--- config.mk ---
export PLATFORM = sky130hd
export DESIGN_NAME = sb_data_decoder
export DESIGN_NICKNAME = d
export VERILOG_FILES = /design/src/rtl/sb_pkg.sv /design/src/rtl/sb_hdr_parser.sv /design/src/rtl/sb_data_decoder.sv
export SDC_FILE = /design/constraint.sdc
export NUM_CORES = 1
export LEC_CHECK = 0
export ABC_CLOCK_PERIOD_IN_PS = 1900
export BUFFER_PORTS_ARGS = -buffer_cell sky130_fd_sc_hd__buf_2
export CORE_MARGIN = 5
export CORE_UTILIZATION = 45
export CTS_CLUSTER_SIZE = 20
export DETAILED_ROUTE_END_ITERATION = 12
export PLACE_DENSITY = 0.77
export SYNTH_ARGS = -nofsm -noshare
export SYNTH_HDL_FRONTEND = slang
export SYNTH_SLANG_ARGS = --single-unit
--- constraint.sdc ---
create_clock -name i_clk -period 1.9 [get_ports i_clk]
set_clock_uncertainty 0.2 [all_clocks]
set_input_delay 0 -clock i_clk [delete_from_list [all_inputs] [get_ports i_clk]]
set_output_delay 0 -clock i_clk [all_outputs]
set_load 0.02 [all_outputs]
--- src/rtl/sb_pkg.sv ---
// rtl/sb_pkg.sv - shared sideband types, header layout and parity helpers (SB_DEC_PARITY_CHK_EN enables parity checks)
package sb_pkg;

`ifdef SB_DEC_PARITY_CHK_EN
   localparam logic PARITY_EN = 1'b1;
`else
   localparam logic PARITY_EN = 1'b0;
`endif

   typedef enum logic [2:0] {
      RESET      = 3'd0,
      SBINIT     = 3'd1,
      MBINIT     = 3'd2,
      MBTRAIN    = 3'd3,
      LINKINIT   = 3'd4,
      ACTIVE     = 3'd5,
      PHYRETRAIN = 3'd6,
      TRAINERROR = 3'd7
   } e_states;

   typedef enum logic [3:0] {
      PARAM      = 4'd0,
      CAL        = 4'd1,
      REPAIRCLK  = 4'd2,
      REPAIRVAL  = 4'd3,
      REVERSALMB = 4'd4,
      REPAIRMB   = 4'd5
   } e_sub_states_MBINIT;

   typedef enum logic [3:0] {
      VALREF           = 4'd0,
      DATAVREF         = 4'd1,
      SPEEDIDLE        = 4'd2,
      TXSELFCAL        = 4'd3,
      RXCLKCAL         = 4'd4,
      VALTRAINCENTER   = 4'd5,
      VALTRAINVREF     = 4'd6,
      DATATRAINCENTER1 = 4'd7,
      DATATRAINVREF    = 4'd8,
      RXDESKEW         = 4'd9,
      DATATRAINCENTER2 = 4'd10,
      LINKSPEED        = 4'd11,
      REPAIR           = 4'd12
   } e_sub_states_MBTRAIN;

   typedef enum logic {
      S_IDLE,
      S_WAIT_DATA
   } e_dec_fsm;

   localparam logic [4:0] OP_MSG_NODATA = 5'b10010;
   localparam logic [4:0] OP_MSG_DATA   = 5'b11011;

   localparam int OPC_LSB     = 0;
   localparam int OPC_MSB     = 4;
   localparam int MSGCODE_LSB = 14;
   localparam int SRCID_LSB   = 27;
   localparam int MSGSUB_LSB  = 32;
   localparam int DSTID_LSB   = 56;
   localparam int DP_BIT      = 62;
   localparam int CP_BIT      = 63;

   function automatic logic f_cp(input logic [61:0] hdr);
      return ^hdr;
   endfunction

   function automatic logic f_dp(input logic [63:0] payload);
      return ^payload;
   endfunction

endpackage

--- src/rtl/sb_hdr_parser.sv ---
// rtl/sb_hdr_parser.sv - combinational header field extraction and CP compare
module sb_hdr_parser
   import sb_pkg::*;
(
   input  logic [63:0] hdr,
   output logic [2:0]  state,
   output logic [3:0]  sub_state,
   output logic [3:0]  msg_no,
   output logic        dp,
   output logic        cp_ok,
   output logic        is_nodata,
   output logic        is_data
);

   logic [4:0] opcode;

   assign opcode    = hdr[OPC_MSB:OPC_LSB];
   // msgcode is {0, state, sub_state}; msgsubcode is {0, msg_no}
   assign state     = hdr[MSGCODE_LSB+4 +: 3];
   assign sub_state = hdr[MSGCODE_LSB +: 4];
   assign msg_no    = hdr[MSGSUB_LSB +: 4];
   assign dp        = hdr[DP_BIT];
   assign cp_ok     = (f_cp(hdr[61:0]) == hdr[CP_BIT]);
   assign is_nodata = (opcode == OP_MSG_NODATA);
   assign is_data   = (opcode == OP_MSG_DATA);

endmodule

--- src/rtl/sb_data_decoder.sv ---
// rtl/sb_data_decoder.sv - sideband receive decoder: header/payload pairing, parity and timeout (SB_DEC_PARITY_CHK_EN)
module sb_data_decoder
   import sb_pkg::*;
#(
   parameter int TIMEOUT_CYCLES = 8
) (
   input  logic        i_clk,
   input  logic        i_rst,
   input  logic        i_pckt_valid,
   input  logic [63:0] i_pckt,
   output logic        o_msg_valid,
   output logic        o_data_valid,
   output logic [2:0]  o_state,
   output logic [3:0]  o_sub_state,
   output logic [3:0]  o_msg_no,
   output logic [15:0] o_data_bus,
   output logic        o_busy,
   output logic        o_parity_err,
   output logic        o_opcode_err,
   output logic        o_timeout_err
);

   logic [2:0] p_state;
   logic [3:0] p_sub_state;
   logic [3:0] p_msg_no;
   logic       p_dp;
   logic       p_cp_ok;
   logic       p_is_nodata;
   logic       p_is_data;

   sb_hdr_parser u_parser (
      .hdr       (i_pckt),
      .state     (p_state),
      .sub_state (p_sub_state),
      .msg_no    (p_msg_no),
      .dp        (p_dp),
      .cp_ok     (p_cp_ok),
      .is_nodata (p_is_nodata),
      .is_data   (p_is_data)
   );

   e_dec_fsm   fsm;
   logic [7:0] idle_cnt;
   logic [2:0] lat_state;
   logic [3:0] lat_sub_state;
   logic [3:0] lat_msg_no;
   logic       lat_dp;

   always_ff @(posedge i_clk) begin
      if (i_rst) begin
         fsm           <= S_IDLE;
         idle_cnt      <= '0;
         lat_state     <= '0;
         lat_sub_state <= '0;
         lat_msg_no    <= '0;
         lat_dp        <= 1'b0;
         o_msg_valid   <= 1'b0;
         o_data_valid  <= 1'b0;
         o_state       <= '0;
         o_sub_state   <= '0;
         o_msg_no      <= '0;
         o_data_bus    <= '0;
         o_busy        <= 1'b0;
         o_parity_err  <= 1'b0;
         o_opcode_err  <= 1'b0;
         o_timeout_err <= 1'b0;
      end else begin
         o_msg_valid   <= 1'b0;
         o_data_valid  <= 1'b0;
         o_parity_err  <= 1'b0;
         o_opcode_err  <= 1'b0;
         o_timeout_err <= 1'b0;
         case (fsm)
            S_IDLE: begin
               if (i_pckt_valid) begin
                  // opcode is judged before CP so an unknown beat never reports parity
                  if (!p_is_nodata && !p_is_data) begin
                     o_opcode_err <= 1'b1;
                  end else if (PARITY_EN && !p_cp_ok) begin
                     o_parity_err <= 1'b1;
                  end else if (p_is_nodata) begin
                     o_msg_valid <= 1'b1;
                     o_state     <= p_state;
                     o_sub_state <= p_sub_state;
                     o_msg_no    <= p_msg_no;
                  end else begin
                     lat_state     <= p_state;
                     lat_sub_state <= p_sub_state;
                     lat_msg_no    <= p_msg_no;
                     lat_dp        <= p_dp;
                     idle_cnt      <= '0;
                     fsm           <= S_WAIT_DATA;
                     o_busy        <= 1'b1;
                  end
               end
            end
            S_WAIT_DATA: begin
               // a beat on the threshold cycle still counts as the payload
               if (i_pckt_valid) begin
                  fsm    <= S_IDLE;
                  o_busy <= 1'b0;
                  if (PARITY_EN && (f_dp(i_pckt) != lat_dp)) begin
                     o_parity_err <= 1'b1;
                  end else begin
                     o_msg_valid  <= 1'b1;
                     o_data_valid <= 1'b1;
                     o_state      <= lat_state;
                     o_sub_state  <= lat_sub_state;
                     o_msg_no     <= lat_msg_no;
                     o_data_bus   <= i_pckt[15:0];
                  end
               end else if (idle_cnt == 8'(TIMEOUT_CYCLES - 1)) begin
                  fsm           <= S_IDLE;
                  o_busy        <= 1'b0;
                  o_timeout_err <= 1'b1;
               end else begin
                  idle_cnt <= idle_cnt + 8'd1;
               end
            end
            default: begin
               fsm    <= S_IDLE;
               o_busy <= 1'b0;
            end
         endcase
      end
   end

endmodule

# Yosys cells after proc, flatten, opt, wreduce, memory -nomap -nowiden
# Cells that the tools add are included.
# word_totals
regBits	52
mem_bits_ro	0
ram_bits	0
out_inout_bits	33
memories	0
latchBits	0
# op_classes
n_mul	0
n_div	0
bitwise	4
n_eq_ne	11
n_lt_le_gt_ge	0
n_shift	0
n_mux	40
n_reduce_logical	11
addsub	1
# ops
op	n
8-bit two-way mux	5
4-bit two-way mux	8
1-bit two-way mux	16
4-bit one-hot mux with 2 select lines	2
8-bit one-hot mux with 2 select lines	1
2-bit inequality test, second input constant	7
3-bit two-way mux	4
4-bit AND reduction	3
5-bit equality test, second input constant	2
8-bit by 1-bit adder with 8-bit output, second input constant	1
8-bit by 3-bit equality test with 1-bit output, second input constant	1
1-bit one-hot mux with 2 select lines	3
3-bit one-hot mux with 2 select lines	1
3-bit OR reduction	2
5-bit AND reduction	1
1-bit inverter	4
3-bit by 2-bit inequality test with 1-bit output, second input constant	1
1-bit logical NOT	2
2-bit AND reduction	1
2-bit OR reduction	1
1-bit logical AND	1

# Longest topological paths before layout
# depth
depth_word	6
mapped_depth	6
ltp_nobuf	5

# Modules after synthesis
# A second synthesis with hierarchy kept.
# unflattened
cells_unflattened	314
hier_area_um2	2761.4
# by_module_without_submodules
mod	instances	seq_area_each_um2	area_each_um2	cells_per_inst
sb_data_decoder	1	1041.0	2044.5	237
sb_hdr_parser	1	0.0	716.9	77

# Worst setup path before layout
# OpenSTA, ideal clock, no wires.
# synth_path
path_kind	reg2reg
from	register idle_cnt[0]
to	register idle_cnt[3]
path_slack_ps	175
arrival_ps	1437
synth_period_minus_slack_ps	1725
t_required_ps	1612
stages_incl_launch_ff	6
path_buffers	0
setup_time_ps	88
cell_sequence	dfxtp_1 -> ha_1 -> nor4b_4 -> a21oi_2 -> or2_4 -> a311oi_2
# synth_between
elab_chain_len	4
elab_cells_between_ends	7
classes_between	1 x add/sub; 2 x eq/ne; 3 x mux; 1 x reduce/logical
# synth_lines
item	line_no	source
from (decl)	sb_data_decoder.sv:43	logic [7:0] idle_cnt;
from (signal assigned)	sb_data_decoder.sv:117	idle_cnt <= idle_cnt + 8'd1;
8-bit by 1-bit adder with 8-bit output	sb_data_decoder.sv:117	
8-bit two-way mux	sb_data_decoder.sv:112	end else if (idle_cnt == 8'(TIMEOUT_CYCLES - 1)) begin
8-bit two-way mux	sb_data_decoder.sv:99	if (i_pckt_valid) begin
8-bit one-hot mux with 2 select lines	sb_data_decoder.sv:73	case (fsm)
# Several ways; a longest one is shown, not always the timed one. The select of a mux whose other input is x is not followed.
# A chain may end at the register's enable or synchronous reset.

# Final worst setup path
# layout_path
from	register idle_cnt[1]
to	register idle_cnt[3]
# Same word-level chain as after synthesis.

==> impl_metrics.py <==
metrics = {
    "status": {
        "outcome": "completed",
    },
    "clock_network": {
        "clk_pin_slew_ns": 0.09,
        "ctsHoldBuffers": 27,
        "clk_path_buf_depth": 2,
        "numClockSinks": 52,
        "ctsResizeCount": 0,
        "cts-root-buf": "clkbuf_8",
        "cts-htree-levels": 2,
        "clk_latency_ns": 0.30,
        "cts_tree": "done",
        "numCtsBuffers": 5,
        "cts_setup_buffers": 0,
    },
    "worst_setup_path": {
        "critPathSlowestCell": "dfxtp_1",
        "critPathLaunchType": "register",
        "cpPeakStageDelay_ns": 0.37,
        "worstPathArrival_ns": 1.73,
        "r2r_slack_ns": 0.19,
        "worstSetupEndpointType": "register",
        "path_delay_family": "simple AND/OR/NAND/NOR gates",
        "crit_chain": "ha_1 > nor4b_4 > a21oi_2 > or2_4 > a311oi_2",
        "cp_num_buf_inv": 0,
        "cp_max_fo": 5,
        "crit_type": "register to register",
        "required_ns": 1.92,
    },
    "finish": {
        "instances_no_fill": 395,
        "diodes": 0,
        "regArea_um2": 1040,
        "multi_input_area_um2": 1040,
        "drive_above_1_share_pct": 27.1,
        "fin_util_pct": 62.5,
        "finalInstanceArea_um2": 2950,
        "areaGrowthSynthToFinish_pct": 35.4,
        "fillers": 406,
        "final_nets": 395,
    },
    "grt": {
        "grt_first_pass_wirelength_mm": 8.75,
        "grt_max_degree": 50,
        "grt_pass1_vias": 1966,
        "grt_overflow": 0,
        "grt_antenna_before_repair": 0,
        "grt_use_total_pct": 17.4,
    },
    "yosys": {
        "ys_types": 41,
        "synth_xor_xnor_area_share_pct": 0,
        "synth_top_area_cell": "dfxtp_1",
        "yosys.area_share.simple_pct": 20.9,
        "synth_ff_type": "dfxtp_1",
        "synth_warnings": 0,
        "yosysMostFrequentCell": "dfxtp_1",
        "syn_inst": 239,
        "synth_top_family_by_area": "simple AND/OR/NAND/NOR gates",
        "yosys-top-cells-area": "dfxtp_1, mux2i_1, a21oi_1",
        "async_reset_ff_share_pct": 0,
        "synth_fa_ha_area_share_pct": 0.574,
        "syn-cell-area_um2": 2180,
        "synth_compound_area_share_pct": 15.6,
        "yosys-top-cells-count": "dfxtp_1, nand2_1, a21oi_1, mux2i_1, nor2_1",
        "synth_edf_count": 0,
        "ys_seq_area_share_pct": 47.8,
        "netlist.area_leader.share_pct": 47.8,
        "synth_nets": 307,
        "ys_ff_latch": 52,
        "synth_mux_area_share_pct": 10.6,
        "syn_area_per_cell_um2": 9.12,
    },
    "flow_run": {
        "cap_viol_max_count": 0,
    },
    "routing": {
        "dr.pass1.iters": 4,
        "routed_via_density": 4.98,
        "drcViolationCount": 0,
        "wl_mm": 5.34,
        "ant_nets": 0,
        "drt_iter0_drc": 94,
        "num_vias": 1966,
        "wl_per_cell_um": 13.5,
    },
    "die": {
        "core-area_um2": 4720,
        "floorplan.die_area_um2": 6340,
        "die_w_um": 79.6,
        "rows": 25,
        "io-pin-count": 100,
        "die_h_um": 79.6,
        "initial_core_util_pct": 46.1,
    },
    "power_and_ir_drop": {
        "power_w": 0.00202,
        "p_leak_nw": 1.17,
        "peakVddDrop_mv": 0.532,
        "p_per_area_nw_per_um2": 685,
    },
    "placed_design": {
        "postPlaceCellArea_um2": 2570,
        "portBuffers": 59,
        "dp.cells": 360,
        "routabilityCongestion": 0.771,
        "hpwl_mm": 3.32,
    },
    "hold_path": {
        "worst_hold_path_type": "register to register",
    },
    "timing": {
        "fin_tns_setup_ns": 0,
        "relSlewSlack_pct": 62.7,
        "hold_violations": 0,
        "slew_viol_final": 0,
        "worst_slew_pin_slew_ns": 0.559,
        "report.final.setup_viol": 0,
        "timing.final.crit_share_pct": 90.1,
        "clock.fmax_mhz": 584,
        "period_minus_slack_ns": 1.71,
        "rsz0062_at_grt": "no",
    },
}
routing by layer:
| layer | vias to the layer above | global-route usage [%] | routed length [um] |
|---|---|---|---|
| li1 | 998 | - | - |
| met1 | 915 | 19.2 | 2180 |
| met2 | 46 | 31.4 | 2770 |
| met3 | 7 | 5.30 | 322 |
| met4 | 0 | 5.84 | 63 |
| met5 | - | 0 | 0 |
per-stage QoR:
| step | setup WS (ns) | hold WS (ns) |
|---|---|---|
| 4_1_cts | 0.179 | 0.260 |
| 6_report | 0.189 | 0.261 |
| 5_1_grt | 0.0279 | 0.276 |
| 3_3_place_gp | 0.214 | 0.0405 |
| 3_5_place_dp | 0.208 | 0.0466 |
| 2_1_floorplan | 0.175 | -0.0681 |
final timing paths:
check	startpoint	endpoint	cells past startpoint
min	o_data_bus[3]	o_data_bus[3]	2
min reg2reg	o_data_bus[3]	o_data_bus[3]	2
max	idle_cnt[1]	idle_cnt[3]	5
max reg2reg	idle_cnt[1]	idle_cnt[3]	5
area by class of cell:
type                            instances  area share [%]
Multi-Input combinational cell        168            35.3
Tap cell                               67            2.84
Timing Repair Buffer                   97            22.4
Inverter                                3           0.382
Clock buffer                            5            2.33
Clock inverter                          3            1.44
Sequential cell                        52            35.3
cell families (layout without fill, tap and decap cells):
| kind of cell | after synthesis | count (layout) |
|---|---|---|
| other | 1 | 1 |
| AOI/OAI and AO/OA | 54 | 54 |
| and+or+nand+nor | 89 | 89 |
| DFF | 52 | 52 |
| muxes | 23 | 23 |
| adders and majority gates | 1 | 1 |
| buffers and inverters | 19 | 108 |
worst min-delay path: stages (launching register included):
cell     delay [ns]
dfxtp_1        0.32
nand2_1        0.05
a21oi_1        0.05
state kept, by name (all words and copies together) (netlist names), 3 cells and up:
name and cells:
o_sub_state 4, idle_cnt 8, lat_state 3, lat_sub_state 4, lat_msg_no 4, o_data_bus 16, o_state 3, o_msg_no 4
placed cells by master (no fill, tap or decap), drive strengths merged, types with 2 or more instances in the layout:
cell type / instances
buf: 70
or2: 3
inv: 3
nor2: 18
dfxtp: 52
and2: 3
nor3: 2
nand3: 2
dlygate4sd3: 27
clkbuf: 5
o311ai: 2
nand4: 3
nand3b: 3
a21oi: 34
nand2: 43
a211oi: 13
mux2i: 22
nand2b: 3
power breakdown:
| part | total, W | switching (W) | internal (W) |
|---|---|---|---|
| Combinational | 0.000169 | 0.0000840 | 0.0000854 |
| Sequential | 0.00110 | 0.00000416 | 0.00110 |
| Clock | 0.000750 | 0.000361 | 0.000390 |
(Power assumes the default switching activity.)
